--- config.mk ---
export PLATFORM = sky130hd
export DESIGN_NAME = conv_out_writer
export DESIGN_NICKNAME = d
export VERILOG_FILES = /design/src/rtl/conv_pkg.sv /design/src/rtl/out_requant.sv /design/src/rtl/conv_out_writer.sv
export SDC_FILE = /design/constraint.sdc
export NUM_CORES = 1
export LEC_CHECK = 0
export CORE_ASPECT_RATIO = 1.1
export CORE_MARGIN = 4
export CORE_UTILIZATION = 30
export DETAILED_ROUTE_END_ITERATION = 8
export HOLD_SLACK_MARGIN = 0.12
export PLACE_DENSITY_LB_ADDON = 0.12
export SYNTH_ARGS = -nofsm -noshare
export SYNTH_HDL_FRONTEND = slang
export SYNTH_SLANG_ARGS = --single-unit
export TNS_END_PERCENT = 30
--- constraint.sdc ---
create_clock -name clk -period 5.1 [get_ports clk]
set_clock_uncertainty 0.1 [all_clocks]
set_input_delay 1.02 -clock clk [delete_from_list [all_inputs] [get_ports clk]]
set_output_delay 1.02 -clock clk [all_outputs]
set_load 0.02 [all_outputs]
--- src/rtl/conv_pkg.sv ---
// Shared conv2d constants and the write-back FSM state encoding.
package conv_pkg;

    localparam int CONV_OCH    = 4;
    localparam int CONV_HEIGHT = 28;
    localparam int CONV_WIDTH  = 28;

    typedef logic [2:0] state_t;

    localparam state_t IDLE  = 3'd0;
    localparam state_t LOAD  = 3'd1;
    localparam state_t RUN   = 3'd2;
    localparam state_t FLUSH = 3'd3;
    localparam state_t DONE  = 3'd4;

    // Counter width that stays legal for degenerate sizes of 1.
    function automatic int cnt_w(input int n);
        return (n > 1) ? $clog2(n) : 1;
    endfunction

endpackage

--- src/rtl/out_requant.sv ---
// Requantises one accumulator: bias add, arithmetic shift, optional ReLU, saturate.
module out_requant #(
    parameter int ACC_W   = 32,
    parameter int BIAS_W  = 16,
    parameter int OUT_W   = 16,
    parameter int SHIFT   = 0,
    parameter int RELU_EN = 1
) (
    input  logic signed [ACC_W-1:0]  in_sum,
    input  logic signed [BIAS_W-1:0] bias,
    output logic        [OUT_W-1:0]  result
);

    localparam logic signed [ACC_W:0] MAX_V = {{(ACC_W+2-OUT_W){1'b0}}, {(OUT_W-1){1'b1}}};
    localparam logic signed [ACC_W:0] MIN_V = {{(ACC_W+2-OUT_W){1'b1}}, {(OUT_W-1){1'b0}}};

    logic signed [ACC_W:0] sum;
    logic signed [ACC_W:0] shifted;
    logic signed [ACC_W:0] clipped;

    // NOTE: every path assigns result, so no latch can be inferred here.
    always_comb begin
        sum     = {in_sum[ACC_W-1], in_sum} + {{(ACC_W+1-BIAS_W){bias[BIAS_W-1]}}, bias};
        shifted = sum >>> SHIFT;
        clipped = (RELU_EN != 0 && shifted[ACC_W]) ? '0 : shifted;
        if (clipped > MAX_V)
            result = MAX_V[OUT_W-1:0];
        else if (clipped < MIN_V)
            result = MIN_V[OUT_W-1:0];
        else
            result = clipped[OUT_W-1:0];
    end

endmodule

--- src/rtl/conv_out_writer.sv ---
// conv2d write-back: preloads biases, requantises each accumulated pixel sum and
// writes it to the output buffer in och > h > w order.
module conv_out_writer
    import conv_pkg::*;
#(
    parameter int OCH     = CONV_OCH,
    parameter int HEIGHT  = CONV_HEIGHT,
    parameter int WIDTH   = CONV_WIDTH,
    parameter int ACC_W   = 32,
    parameter int BIAS_W  = 16,
    parameter int OUT_W   = 16,
    parameter int SHIFT   = 0,
    parameter int RELU_EN = 1,
    parameter int ADDR_W  = 12
) (
    input  logic                 clk,
    input  logic                 xrst,
    input  logic                 start,
    input  logic                 in_valid,
    output logic                 in_ready,
    input  logic [ACC_W-1:0]     in_sum,
    output logic                 bias_rd_en,
    output logic [cnt_w(OCH)-1:0] bias_rd_addr,
    input  logic [BIAS_W-1:0]    bias_rd_data,
    output logic                 wr_en,
    output logic [ADDR_W-1:0]    wr_addr,
    output logic [OUT_W-1:0]     wr_data,
    input  logic                 wr_ready,
    output logic                 busy,
    output logic                 done
);

    localparam int OCH_W = cnt_w(OCH);
    localparam int H_W   = cnt_w(HEIGHT);
    localparam int W_W   = cnt_w(WIDTH);
    localparam int K_W   = cnt_w(OCH + 1);

    localparam logic [OCH_W-1:0] OCH_LAST = OCH_W'(OCH - 1);
    localparam logic [H_W-1:0]   H_LAST   = H_W'(HEIGHT - 1);
    localparam logic [W_W-1:0]   W_LAST   = W_W'(WIDTH - 1);
    localparam logic [K_W-1:0]   K_END    = K_W'(OCH);

    state_t              state;
    logic [K_W-1:0]      k;
    logic [BIAS_W-1:0]   breg [OCH];
    logic [OCH_W-1:0]    och;
    logic [H_W-1:0]      h;
    logic [W_W-1:0]      w;
    logic [ADDR_W-1:0]   addr;
    logic [OUT_W-1:0]    result;
    logic                accept;
    logic                last_beat;

    assign busy         = (state != IDLE);
    assign done         = (state == DONE);
    assign in_ready     = (state == RUN) && (!wr_en || wr_ready);
    assign accept       = in_valid && in_ready;
    assign last_beat    = (och == OCH_LAST) && (h == H_LAST) && (w == W_LAST);
    assign bias_rd_en   = (state == LOAD) && (k != K_END);
    assign bias_rd_addr = bias_rd_en ? k[OCH_W-1:0] : '0;

    out_requant #(
        .ACC_W  (ACC_W),
        .BIAS_W (BIAS_W),
        .OUT_W  (OUT_W),
        .SHIFT  (SHIFT),
        .RELU_EN(RELU_EN)
    ) u_requant (
        .in_sum (in_sum),
        .bias   (breg[och]),
        .result (result)
    );

    always_ff @(posedge clk or negedge xrst) begin
        if (!xrst) begin
            state   <= IDLE;
            k       <= '0;
            och     <= '0;
            h       <= '0;
            w       <= '0;
            addr    <= '0;
            wr_en   <= 1'b0;
            wr_addr <= '0;
            wr_data <= '0;
            // NOTE: the bias file is only OCH words of flops, so it is reset rather than left as RAM.
            for (int i = 0; i < OCH; i++) breg[i] <= '0;
        end else begin
            case (state)
                IDLE: begin
                    if (start) begin
                        state <= LOAD;
                        k     <= '0;
                    end
                end
                LOAD: begin
                    // RAM data lags the address by one cycle; shift it in from the top.
                    k <= k + 1'b1;
                    if (k != '0) begin
                        for (int i = 0; i < OCH - 1; i++) breg[i] <= breg[i+1];
                        breg[OCH-1] <= bias_rd_data;
                    end
                    if (k == K_END) state <= RUN;
                end
                RUN: begin
                    if (accept) begin
                        wr_data <= result;
                        wr_addr <= addr;
                        wr_en   <= 1'b1;
                        addr    <= addr + 1'b1;
                        if (w == W_LAST) begin
                            w <= '0;
                            if (h == H_LAST) begin
                                h   <= '0;
                                och <= (och == OCH_LAST) ? '0 : och + 1'b1;
                            end else begin
                                h <= h + 1'b1;
                            end
                        end else begin
                            w <= w + 1'b1;
                        end
                        if (last_beat) state <= FLUSH;
                    end else if (wr_en && wr_ready) begin
                        wr_en <= 1'b0;
                    end
                end
                FLUSH: begin
                    if (!wr_en || wr_ready) begin
                        wr_en <= 1'b0;
                        state <= DONE;
                    end
                end
                DONE: begin
                    state <= IDLE;
                    k     <= '0;
                    och   <= '0;
                    h     <= '0;
                    w     <= '0;
                    addr  <= '0;
                end
                default: state <= IDLE;
            endcase
        end
    end

endmodule

==> results of run 1 <==
## worst max-delay path, delay by kind of cell (launching register included)
kind | cells | cell delay [ns]
AOI/OAI and AO/OA | 5 | 1.29
and+or+nand+nor | 4 | 0.69
adders and majority gates | 2 | 0.66
buffers and inverters | 3 | 0.63
muxes | 1 | 0.51
DFF | 1 | 0.48
## sequential cells by signal (all words and copies together) (netlist names)
name	count
breg	64
h	5
state	3
wr_addr	12
wr_data	16
wr_en	1
w	5
k	3
addr	12
och	2
## power groups by stage
stage	combinational [W]	clock (W)	sequential (W)
6_report	0.000390	0.00120	0.00114
5_1_grt	0.000433	0.00128	0.00115
4_1_cts	0.000397	0.00123	0.00114
3_5_place_dp	0.000396	0	0.00115
3_3_place_gp	0.000392	0	0.00115
2_1_floorplan	0.000172	0	0.00118
## final timing paths
path / to / startpoint / depth (start not counted) / slack, ns
hold / removal: wr_addr[10] / wr_addr[10] / 2 / 0.38
min in group asynchronous: h[1] / xrst / 1 / 0.67
setup reg to reg: wr_data[0] / och[0] / 15 / 0.61
setup / recovery: wr_data[0] / och[0] / 15 / 0.61
max in group asynchronous: k[2] / xrst / 2 / 3.28
hold reg to reg: wr_addr[10] / wr_addr[10] / 2 / 0.38
## cells in the mapped netlist (all sizes together), types with 11 or more instances
| library cell | number | share of area |
|---|---|---|
| nor2 | 51 | 0.026 |
| a21oi | 52 | 0.036 |
| nor4 | 11 | 0.012 |
| dfrtp | 123 | 0.41 |
| nand2 | 94 | 0.048 |
| xor2 | 16 | 0.019 |
| o21ai | 31 | 0.021 |
| ha | 38 | 0.064 |
| o221a | 16 | 0.024 |
| mux4 | 16 | 0.049 |
| nand4 | 14 | 0.013 |
| buf | 11 | 0.0081 |
| xnor2 | 12 | 0.014 |
| mux2 | 68 | 0.10 |
| clkbuf | 25 | 0.013 |
| nand3 | 18 | 0.012 |
## cells by family after synthesis
logic type               after synthesis  share of synthesized area
AO/OA/AOI/OAI                        160                      0.151
flip-flops                           123                      0.414
XOR/XNOR                              28                     0.0330
AND/OR/NAND/NOR                      236                      0.156
buffers and inverters                 46                     0.0259
multiplexers                          85                      0.153
adder cells (fa/ha/maj)               39                     0.0667
## final cells by class
type,instances,area [µm²],area share
multi-input combinational,548,4160,0.450
sequential,123,3080,0.333
timing repair buffer,102,993,0.107
clock buffer,17,425,0.0460
tap,310,388,0.0419
clock inverter,15,164,0.0177
inverter,10,37.5,0.00406
## per-layer routing
metal | vias up | global-route usage
li1 | 2852 | -
met3 | 33 | 0.0300
met2 | 115 | 0.251
met5 | - | 0
met1 | 2895 | 0.186
met4 | 0 | 0.0540
## through the flow
| stage | hold slack [ns] | utilization | cells | total power (W) |
|---|---|---|---|---|
| after floorplan | 0.359 | - | 717 | 0.00135 |
| after global placement | 0.360 | 0.355 | 1093 | 0.00154 |
| after detailed placement | 0.361 | 0.355 | 1093 | 0.00155 |
| after CTS | 0.387 | 0.379 | 1125 | 0.00277 |
| after global routing | 0.410 | 0.379 | 1125 | 0.00287 |
| final | 0.379 | 0.379 | 1125 | 0.00273 |
==> flow_summary.html, run 1 <==
<table>
<tr><th>Metric</th><th>Value</th></tr>
<tr><th colspan="2">Placement</th></tr>
<tr><td>Area post-placement</td><td>8660 µm²</td></tr>
<tr><td>Setup slack after placement</td><td>0.406 ns</td></tr>
<tr><td>HPWL after DPL</td><td>14700 µm</td></tr>
<tr><td>Count of buffers inserted at the top-level ports</td><td>87</td></tr>
<tr><td>Placer Congestion</td><td>0.903</td></tr>
<tr><th colspan="2">CTS</th></tr>
<tr><td>Worst skew pair latency</td><td>0.41 ns</td></tr>
<tr><td>Clock sink count</td><td>123</td></tr>
<tr><td>CTS root buffer</td><td>sky130_fd_sc_hd__clkbuf_16</td></tr>
<tr><td>Total CTS buffers</td><td>17</td></tr>
<tr><td>Count of H-tree levels built during CTS</td><td>4</td></tr>
<tr><td>Setup Buffers After CTS</td><td>0</td></tr>
<tr><td>Deepest clock path buffer count</td><td>2</td></tr>
<tr><td>Clock slew at the register clock pins of the worst setup and hold paths</td><td>0.06 ns</td></tr>
<tr><td>Clock tree from TritonCTS</td><td>built</td></tr>
<tr><td>Post-CTS Hold Fix Bufs</td><td>0</td></tr>
<tr><td>Resize count post-CTS</td><td>0</td></tr>
<tr><th colspan="2">Logic synthesis</th></tr>
<tr><td>Netlist area before placement</td><td>7430 µm²</td></tr>
<tr><td>Synthesized netlist net count</td><td>809</td></tr>
<tr><td>Main flop type after synthesis</td><td>sky130_fd_sc_hd__dfrtp_1</td></tr>
<tr><td>Ys async rst share</td><td>1.00</td></tr>
<tr><td>Count of flip-flops with a built-in enable after synthesis</td><td>0</td></tr>
<tr><td>Count of warnings emitted by yosys</td><td>0</td></tr>
<tr><td>Distinct cell type count after synthesis</td><td>79</td></tr>
<tr><td>Fraction of the yosys area taken by sequential cells</td><td>0.414</td></tr>
<tr><td>Number of storage elements in the synthesis netlist</td><td>123</td></tr>
<tr><td>Avg Synthesized Cell Area</td><td>10.4 µm²</td></tr>
<tr><td>Number of cells produced by synthesis</td><td>717</td></tr>
<tr><th colspan="2">Critical path</th></tr>
<tr><td>Slowest cell delay on critical path</td><td>0.51 ns</td></tr>
<tr><td>Critical Path Start Type</td><td>register</td></tr>
<tr><td>Data required time at the worst endpoint</td><td>5.30 ns</td></tr>
<tr><td>Library cell contributing the largest single delay on the critical path</td><td>sky130_fd_sc_hd__mux4_2</td></tr>
<tr><td>Critical Setup Path Class</td><td>register to register</td></tr>
<tr><td>Worst-path cell chain</td><td>buf_12 &gt; mux4_2 &gt; ha_1 &gt; fa_1 &gt; a21o_1 &gt; a221oi_2 &gt; buf_4 &gt; nor4_4 &gt; o31ai_2 &gt; a2bb2oi_1 &gt; nand4_1 &gt; nor4_1 &gt; nand4_2 &gt; buf_4 &gt; o221a_2</td></tr>
<tr><td>Cell repeated most along the worst path</td><td>sky130_fd_sc_hd__buf_4</td></tr>
<tr><td>Kind of end point of the critical path</td><td>register</td></tr>
<tr><td>Arrival time of the worst setup path</td><td>4.69 ns</td></tr>
<tr><td>CP max FO</td><td>15</td></tr>
<tr><th colspan="2">Power and ir drop</th></tr>
<tr><td>Logic gate share of total power</td><td>0.143</td></tr>
<tr><td>Part of the total power dissipated in sequential elements</td><td>0.418</td></tr>
<tr><td>Sw frac</td><td>0.277</td></tr>
<tr><td>Internal power</td><td>0.00197 W</td></tr>
<tr><td>Part of the power in the clock network</td><td>0.439</td></tr>
<tr><td>NetSw</td><td>0.000754 W</td></tr>
<tr><td>Leakage power summed over all cells</td><td>4.11 nW</td></tr>
<tr><td>Power density over the cells</td><td>295 nW/µm²</td></tr>
<tr><td>Worst VDD drop</td><td>0.206 mV</td></tr>
<tr><th colspan="2">Worst hold path</th></tr>
<tr><td>Class of the tightest hold or removal check</td><td>register to register</td></tr>
<tr><th colspan="2">Floorplanning</th></tr>
<tr><td>Die X-Extent</td><td>158 µm</td></tr>
<tr><td>I/O pin total</td><td>88</td></tr>
<tr><td>Placement row count</td><td>60</td></tr>
<tr><td>Core ar.</td><td>24400 µm²</td></tr>
<tr><td>Y dimension of the die</td><td>173 µm</td></tr>
<tr><td>Starting Density</td><td>0.304</td></tr>
<tr><td>Die Area</td><td>27300 µm²</td></tr>
<tr><th colspan="2">Drt</th></tr>
<tr><td>Iteration-0 DRC count of the detailed router</td><td>222</td></tr>
<tr><td>Iteration count of the initial detailed-routing pass</td><td>4</td></tr>
<tr><td>Number of vias in the routed layout</td><td>5895</td></tr>
<tr><td>Met2 wire length</td><td>9860 µm</td></tr>
<tr><td>Metal-1 WL</td><td>8740 µm</td></tr>
<tr><td>Number of design rule violations left after detail routing</td><td>0</td></tr>
<tr><td>Final wirelength</td><td>19800 µm</td></tr>
<tr><td>Met3 WL</td><td>711 µm</td></tr>
<tr><td>Top Layer Used</td><td>met4</td></tr>
<tr><td>Detail Route Antenna Nets</td><td>0</td></tr>
<tr><td>Routed wire length per instance</td><td>17.6 µm</td></tr>
<tr><td>Avg Vias per Cell</td><td>5.24</td></tr>
<tr><th colspan="2">Timing</th></tr>
<tr><td>Worst slew slack as a fraction of its limit</td><td>0.323</td></tr>
<tr><td>Final number of setup-violating endpoints</td><td>0</td></tr>
<tr><td>Final period demand of the worst path</td><td>4.49 ns</td></tr>
<tr><td>Highest attainable clock frequency</td><td>223 MHz</td></tr>
<tr><td>Final count of pins violating max slew</td><td>0</td></tr>
<tr><td>Hold Violations, Final</td><td>0</td></tr>
<tr><td>Worst Max-Slew Pin Slew</td><td>1.02 ns</td></tr>
<tr><td>Post-route worst setup slack</td><td>0.609 ns</td></tr>
<tr><td>Accumulated negative setup slack</td><td>0 ns</td></tr>
<tr><td>Post-route clock period utilization</td><td>0.881</td></tr>
<tr><td>Unrepaired setup endpoints after global routing</td><td>no</td></tr>
<tr><th colspan="2">Finish</th></tr>
<tr><td>Layout fillers</td><td>2367</td></tr>
<tr><td>Share of cells above drive strength 1</td><td>0.189</td></tr>
<tr><td>Post-synthesis to final-layout area growth</td><td>24.5%</td></tr>
<tr><td>Most frequent cells in the layout</td><td>sky130_fd_sc_hd__dfrtp_1, sky130_fd_sc_hd__nand2_1, sky130_fd_sc_hd__clkdlybuf4s50_1</td></tr>
<tr><td>Most common cell after layout, fill and taps aside</td><td>sky130_fd_sc_hd__dfrtp_1</td></tr>
<tr><td>Post-route standard cell area excluding fillers</td><td>9250 µm²</td></tr>
<tr><td>Diodes inserted</td><td>0</td></tr>
<tr><td>Nets</td><td>894</td></tr>
<tr><th colspan="2">GRT</th></tr>
<tr><td>Total routing resource utilization after global routing</td><td>0.148</td></tr>
<tr><td>Largest net degree at the start of global routing</td><td>76</td></tr>
<tr><td>Number of antenna violations at the first check in global routing</td><td>0</td></tr>
<tr><td>Via count of the first global-routing pass</td><td>6155</td></tr>
<tr><td>Global-route wire length before repair</td><td>32400 µm</td></tr>
<tr><td>Overflow left after global routing</td><td>0</td></tr>
<tr><th colspan="2">Status</th></tr>
<tr><td>Status</td><td>complete, no violations</td></tr>
<tr><th colspan="2">Run</th></tr>
<tr><td>Max-capacitance violation count</td><td>0</td></tr>
</table>
No activity file was read; power rests on OpenSTA's default activity.
==> inputs of run 2 (changes only) <==
--- a/config.mk
+++ b/config.mk
@@ -6,7 +6,7 @@
 export NUM_CORES = 1
 export LEC_CHECK = 0
 export CORE_ASPECT_RATIO = 1.1
-export CORE_MARGIN = 4
+export CORE_MARGIN = 5
 export CORE_UTILIZATION = 30
 export DETAILED_ROUTE_END_ITERATION = 8
 export HOLD_SLACK_MARGIN = 0.12
==> run 2 against run 1 <==
Via count increased by 0.76%. Power increased by 5.1%. Register-to-register slack got worse by 0.13 ns.
==> flow_summary.html, run 2 (synthesis results as in run 1) <==
<table>
<tr><th>Metric</th><th>Value</th></tr>
<tr><th colspan="2">Finish</th></tr>
<tr><td>Flip-flop count of the largest register after layout</td><td>64</td></tr>
<tr><td>Sequential Area</td><td>3080 µm²</td></tr>
<tr><td>Post-route standard cell area excluding fillers</td><td>9320 µm²</td></tr>
<tr><td>Most common cell after layout, fill and taps aside</td><td>sky130_fd_sc_hd__dfrtp_1</td></tr>
<tr><td>Largest registers</td><td>breg (64), wr_data (16)</td></tr>
<tr><td>Area taken by multi-input logic gates</td><td>4160 µm²</td></tr>
<tr><td>Share of cells above drive strength 1</td><td>0.188</td></tr>
<tr><td>Layout fillers</td><td>2416</td></tr>
<tr><td>Post-synthesis to final-layout area growth</td><td>25.5%</td></tr>
<tr><td>Nets</td><td>897</td></tr>
<tr><td>Diodes inserted</td><td>0</td></tr>
<tr><td>Most frequent cells in the layout</td><td>sky130_fd_sc_hd__dfrtp_1, sky130_fd_sc_hd__nand2_1, sky130_fd_sc_hd__clkdlybuf4s50_1</td></tr>
<tr><td>Top reg by flops</td><td>breg</td></tr>
<tr><th colspan="2">GRT</th></tr>
<tr><td>Number of antenna violations at the first check in global routing</td><td>0</td></tr>
<tr><td>Total routing resource utilization after global routing</td><td>0.143</td></tr>
<tr><td>Overflow left after global routing</td><td>0</td></tr>
<tr><td>Via count of the first global-routing pass</td><td>6078</td></tr>
<tr><td>Largest net degree at the start of global routing</td><td>69</td></tr>
<tr><td>Global-route wire length before repair</td><td>32300 µm</td></tr>
<tr><th colspan="2">Timing</th></tr>
<tr><td>Accumulated negative setup slack</td><td>0 ns</td></tr>
<tr><td>Worst Max-Slew Pin Slew</td><td>0.954 ns</td></tr>
<tr><td>Final period demand of the worst path</td><td>4.62 ns</td></tr>
<tr><td>Unrepaired setup endpoints after global routing</td><td>no</td></tr>
<tr><td>Final count of pins violating max slew</td><td>0</td></tr>
<tr><td>Post-route clock period utilization</td><td>0.907</td></tr>
<tr><td>Highest attainable clock frequency</td><td>216 MHz</td></tr>
<tr><td>Hold Violations, Final</td><td>0</td></tr>
<tr><td>Worst slew slack as a fraction of its limit</td><td>0.364</td></tr>
<tr><td>Final number of setup-violating endpoints</td><td>0</td></tr>
<tr><th colspan="2">Drt</th></tr>
<tr><td>Iteration count of the initial detailed-routing pass</td><td>4</td></tr>
<tr><td>Number of vias in the routed layout</td><td>5940</td></tr>
<tr><td>Met2 wire length</td><td>9860 µm</td></tr>
<tr><td>Avg Vias per Cell</td><td>5.27</td></tr>
<tr><td>Top Layer Used</td><td>met4</td></tr>
<tr><td>Final wirelength</td><td>19900 µm</td></tr>
<tr><td>Number of design rule violations left after detail routing</td><td>0</td></tr>
<tr><td>Metal-1 WL</td><td>8980 µm</td></tr>
<tr><td>Detail Route Antenna Nets</td><td>0</td></tr>
<tr><td>Met3 WL</td><td>624 µm</td></tr>
<tr><td>Routed wire length per instance</td><td>17.6 µm</td></tr>
<tr><td>Iteration-0 DRC count of the detailed router</td><td>293</td></tr>
<tr><th colspan="2">CTS</th></tr>
<tr><td>Total CTS buffers</td><td>17</td></tr>
<tr><td>Deepest clock path buffer count</td><td>2</td></tr>
<tr><td>Worst skew pair latency</td><td>0.41 ns</td></tr>
<tr><td>CTS root buffer</td><td>sky130_fd_sc_hd__clkbuf_16</td></tr>
<tr><td>Clock tree from TritonCTS</td><td>built</td></tr>
<tr><td>Post-CTS Hold Fix Bufs</td><td>0</td></tr>
<tr><td>Resize count post-CTS</td><td>0</td></tr>
<tr><td>Count of H-tree levels built during CTS</td><td>4</td></tr>
<tr><td>Clock sink count</td><td>123</td></tr>
<tr><td>Clock slew at the register clock pins of the worst setup and hold paths</td><td>0.06 ns</td></tr>
<tr><td>Setup Buffers After CTS</td><td>0</td></tr>
<tr><th colspan="2">Floorplanning</th></tr>
<tr><td>Die Area</td><td>28000 µm²</td></tr>
<tr><td>I/O pin total</td><td>88</td></tr>
<tr><td>Y dimension of the die</td><td>175 µm</td></tr>
<tr><td>Core ar.</td><td>24500 µm²</td></tr>
<tr><td>Starting Density</td><td>0.303</td></tr>
<tr><td>Die X-Extent</td><td>160 µm</td></tr>
<tr><td>Placement row count</td><td>60</td></tr>
<tr><th colspan="2">Power and ir drop</th></tr>
<tr><td>Power density over the cells</td><td>307 nW/µm²</td></tr>
<tr><td>Worst VDD drop</td><td>0.203 mV</td></tr>
<tr><td>Leakage power summed over all cells</td><td>4.15 nW</td></tr>
<tr><td>Total power consumption of the routed design</td><td>0.00286 W</td></tr>
<tr><th colspan="2">Run</th></tr>
<tr><td>Max-capacitance violation count</td><td>0</td></tr>
<tr><th colspan="2">Critical path</th></tr>
<tr><td>Critical Path Start Type</td><td>register</td></tr>
<tr><td>Data required time at the worst endpoint</td><td>5.30 ns</td></tr>
<tr><td>Launching point of the worst reg2reg path</td><td>och[0]</td></tr>
<tr><td>CP max FO</td><td>15</td></tr>
<tr><td>Critical Path Start</td><td>och[0]</td></tr>
<tr><td>Kind of end point of the critical path</td><td>register</td></tr>
<tr><td>Critical Setup Path Class</td><td>register to register</td></tr>
<tr><td>Arrival time of the worst setup path</td><td>4.82 ns</td></tr>
<tr><th colspan="2">Status</th></tr>
<tr><td>Status</td><td>complete, no violations</td></tr>
<tr><th colspan="2">Placement</th></tr>
<tr><td>Count of buffers inserted at the top-level ports</td><td>87</td></tr>
<tr><td>HPWL after DPL</td><td>14800 µm</td></tr>
<tr><td>Area post-placement</td><td>8670 µm²</td></tr>
<tr><td>Placer Congestion</td><td>0.874</td></tr>
<tr><th colspan="2">Worst hold path</th></tr>
<tr><td>Class of the tightest hold or removal check</td><td>register to register</td></tr>
<tr><td>Worst hold start</td><td>wr_addr[9]</td></tr>
</table>
==> run 2: cell count changes in the layout (fill, tap and decap cells not counted), sizes merged <==
cell / change
clkbuf: +4
clkinv: -4
buf: +3
bufinv: +3
inv: -3
clkinvlp: -1
==> run 2: worst paths after layout <==
check	cells after the start	slack, ns	endpoint
worst min-delay path	2	0.38	wr_addr[9]
worst max-delay path	15	0.48	wr_data[3]
max in group asynchronous	2	3.33	addr[4]
min in group asynchronous	1	0.63	breg[37]
worst min register to register	2	0.38	wr_addr[9]
worst max register to register	15	0.48	wr_data[3]
==> run 2: where the power goes <==
group	switching (W)	leakage, nW	total [W]	internal [W]
Clock	0.000440	0.314	0.00133	0.000893
Sequential	0.0000822	1.59	0.00114	0.00106
Combinational	0.000203	2.24	0.000391	0.000188
Total	0.000725	4.15	0.00286	0.00214
==> run 2: final cells by class <==
type	instances	share of cell area
Inverter	10	0.00403
Tap cell	310	0.0416
Clock inverter	10	0.0203
Multi-Input combinational cell	548	0.447
Timing Repair Buffer	105	0.108
Sequential cell	123	0.330
Clock buffer	21	0.0494
==> run 2: per-stage QoR <==
step                      cells  utilization  setup WS (ns)  hold slack [ns]
final                      1127        0.381          0.476            0.377
after global routing       1127        0.381          0.191            0.406
after CTS                  1127        0.381          0.439            0.385
after detailed placement   1096        0.354          0.407            0.361
after global placement     1096        0.354          0.379            0.360
after floorplan             717            -          0.387            0.359
==> run 2: worst max-delay path, stage by stage (launching register included) <==
cell and delay (ns):
sky130_fd_sc_hd__dfrtp_1 0.44, sky130_fd_sc_hd__buf_4 0.35, sky130_fd_sc_hd__mux4_2 0.56, sky130_fd_sc_hd__ha_1 0.24, sky130_fd_sc_hd__fa_1 0.42, sky130_fd_sc_hd__a21o_1 0.22
sky130_fd_sc_hd__a221oi_2 0.22, sky130_fd_sc_hd__buf_4 0.18, sky130_fd_sc_hd__nor4_4 0.06, sky130_fd_sc_hd__o31ai_2 0.42, sky130_fd_sc_hd__o31a_1 0.24, sky130_fd_sc_hd__o221ai_1 0.16
sky130_fd_sc_hd__xnor2_1 0.26, sky130_fd_sc_hd__nand4_2 0.15, sky130_fd_sc_hd__buf_4 0.22, sky130_fd_sc_hd__o221a_2 0.25
==> run 2: metal layers <==
metal,GRT usage,vias to the layer above
met2,0.239,115
li1,-,2854
met5,0,-
met4,0.0502,0
met3,0.0302,26
met1,0.183,2945
==> inputs of run 3 (changes only) <==
--- a/config.mk
+++ b/config.mk
@@ -9,6 +9,7 @@
 export CORE_MARGIN = 5
 export CORE_UTILIZATION = 30
 export DETAILED_ROUTE_END_ITERATION = 8
+export GPL_ROUTABILITY_DRIVEN = 1
 export HOLD_SLACK_MARGIN = 0.12
 export PLACE_DENSITY_LB_ADDON = 0.12
 export SYNTH_ARGS = -nofsm -noshare
==> results of run 3 <==
Same layout as run 2: the final DEF is identical, and so are final timing and power.
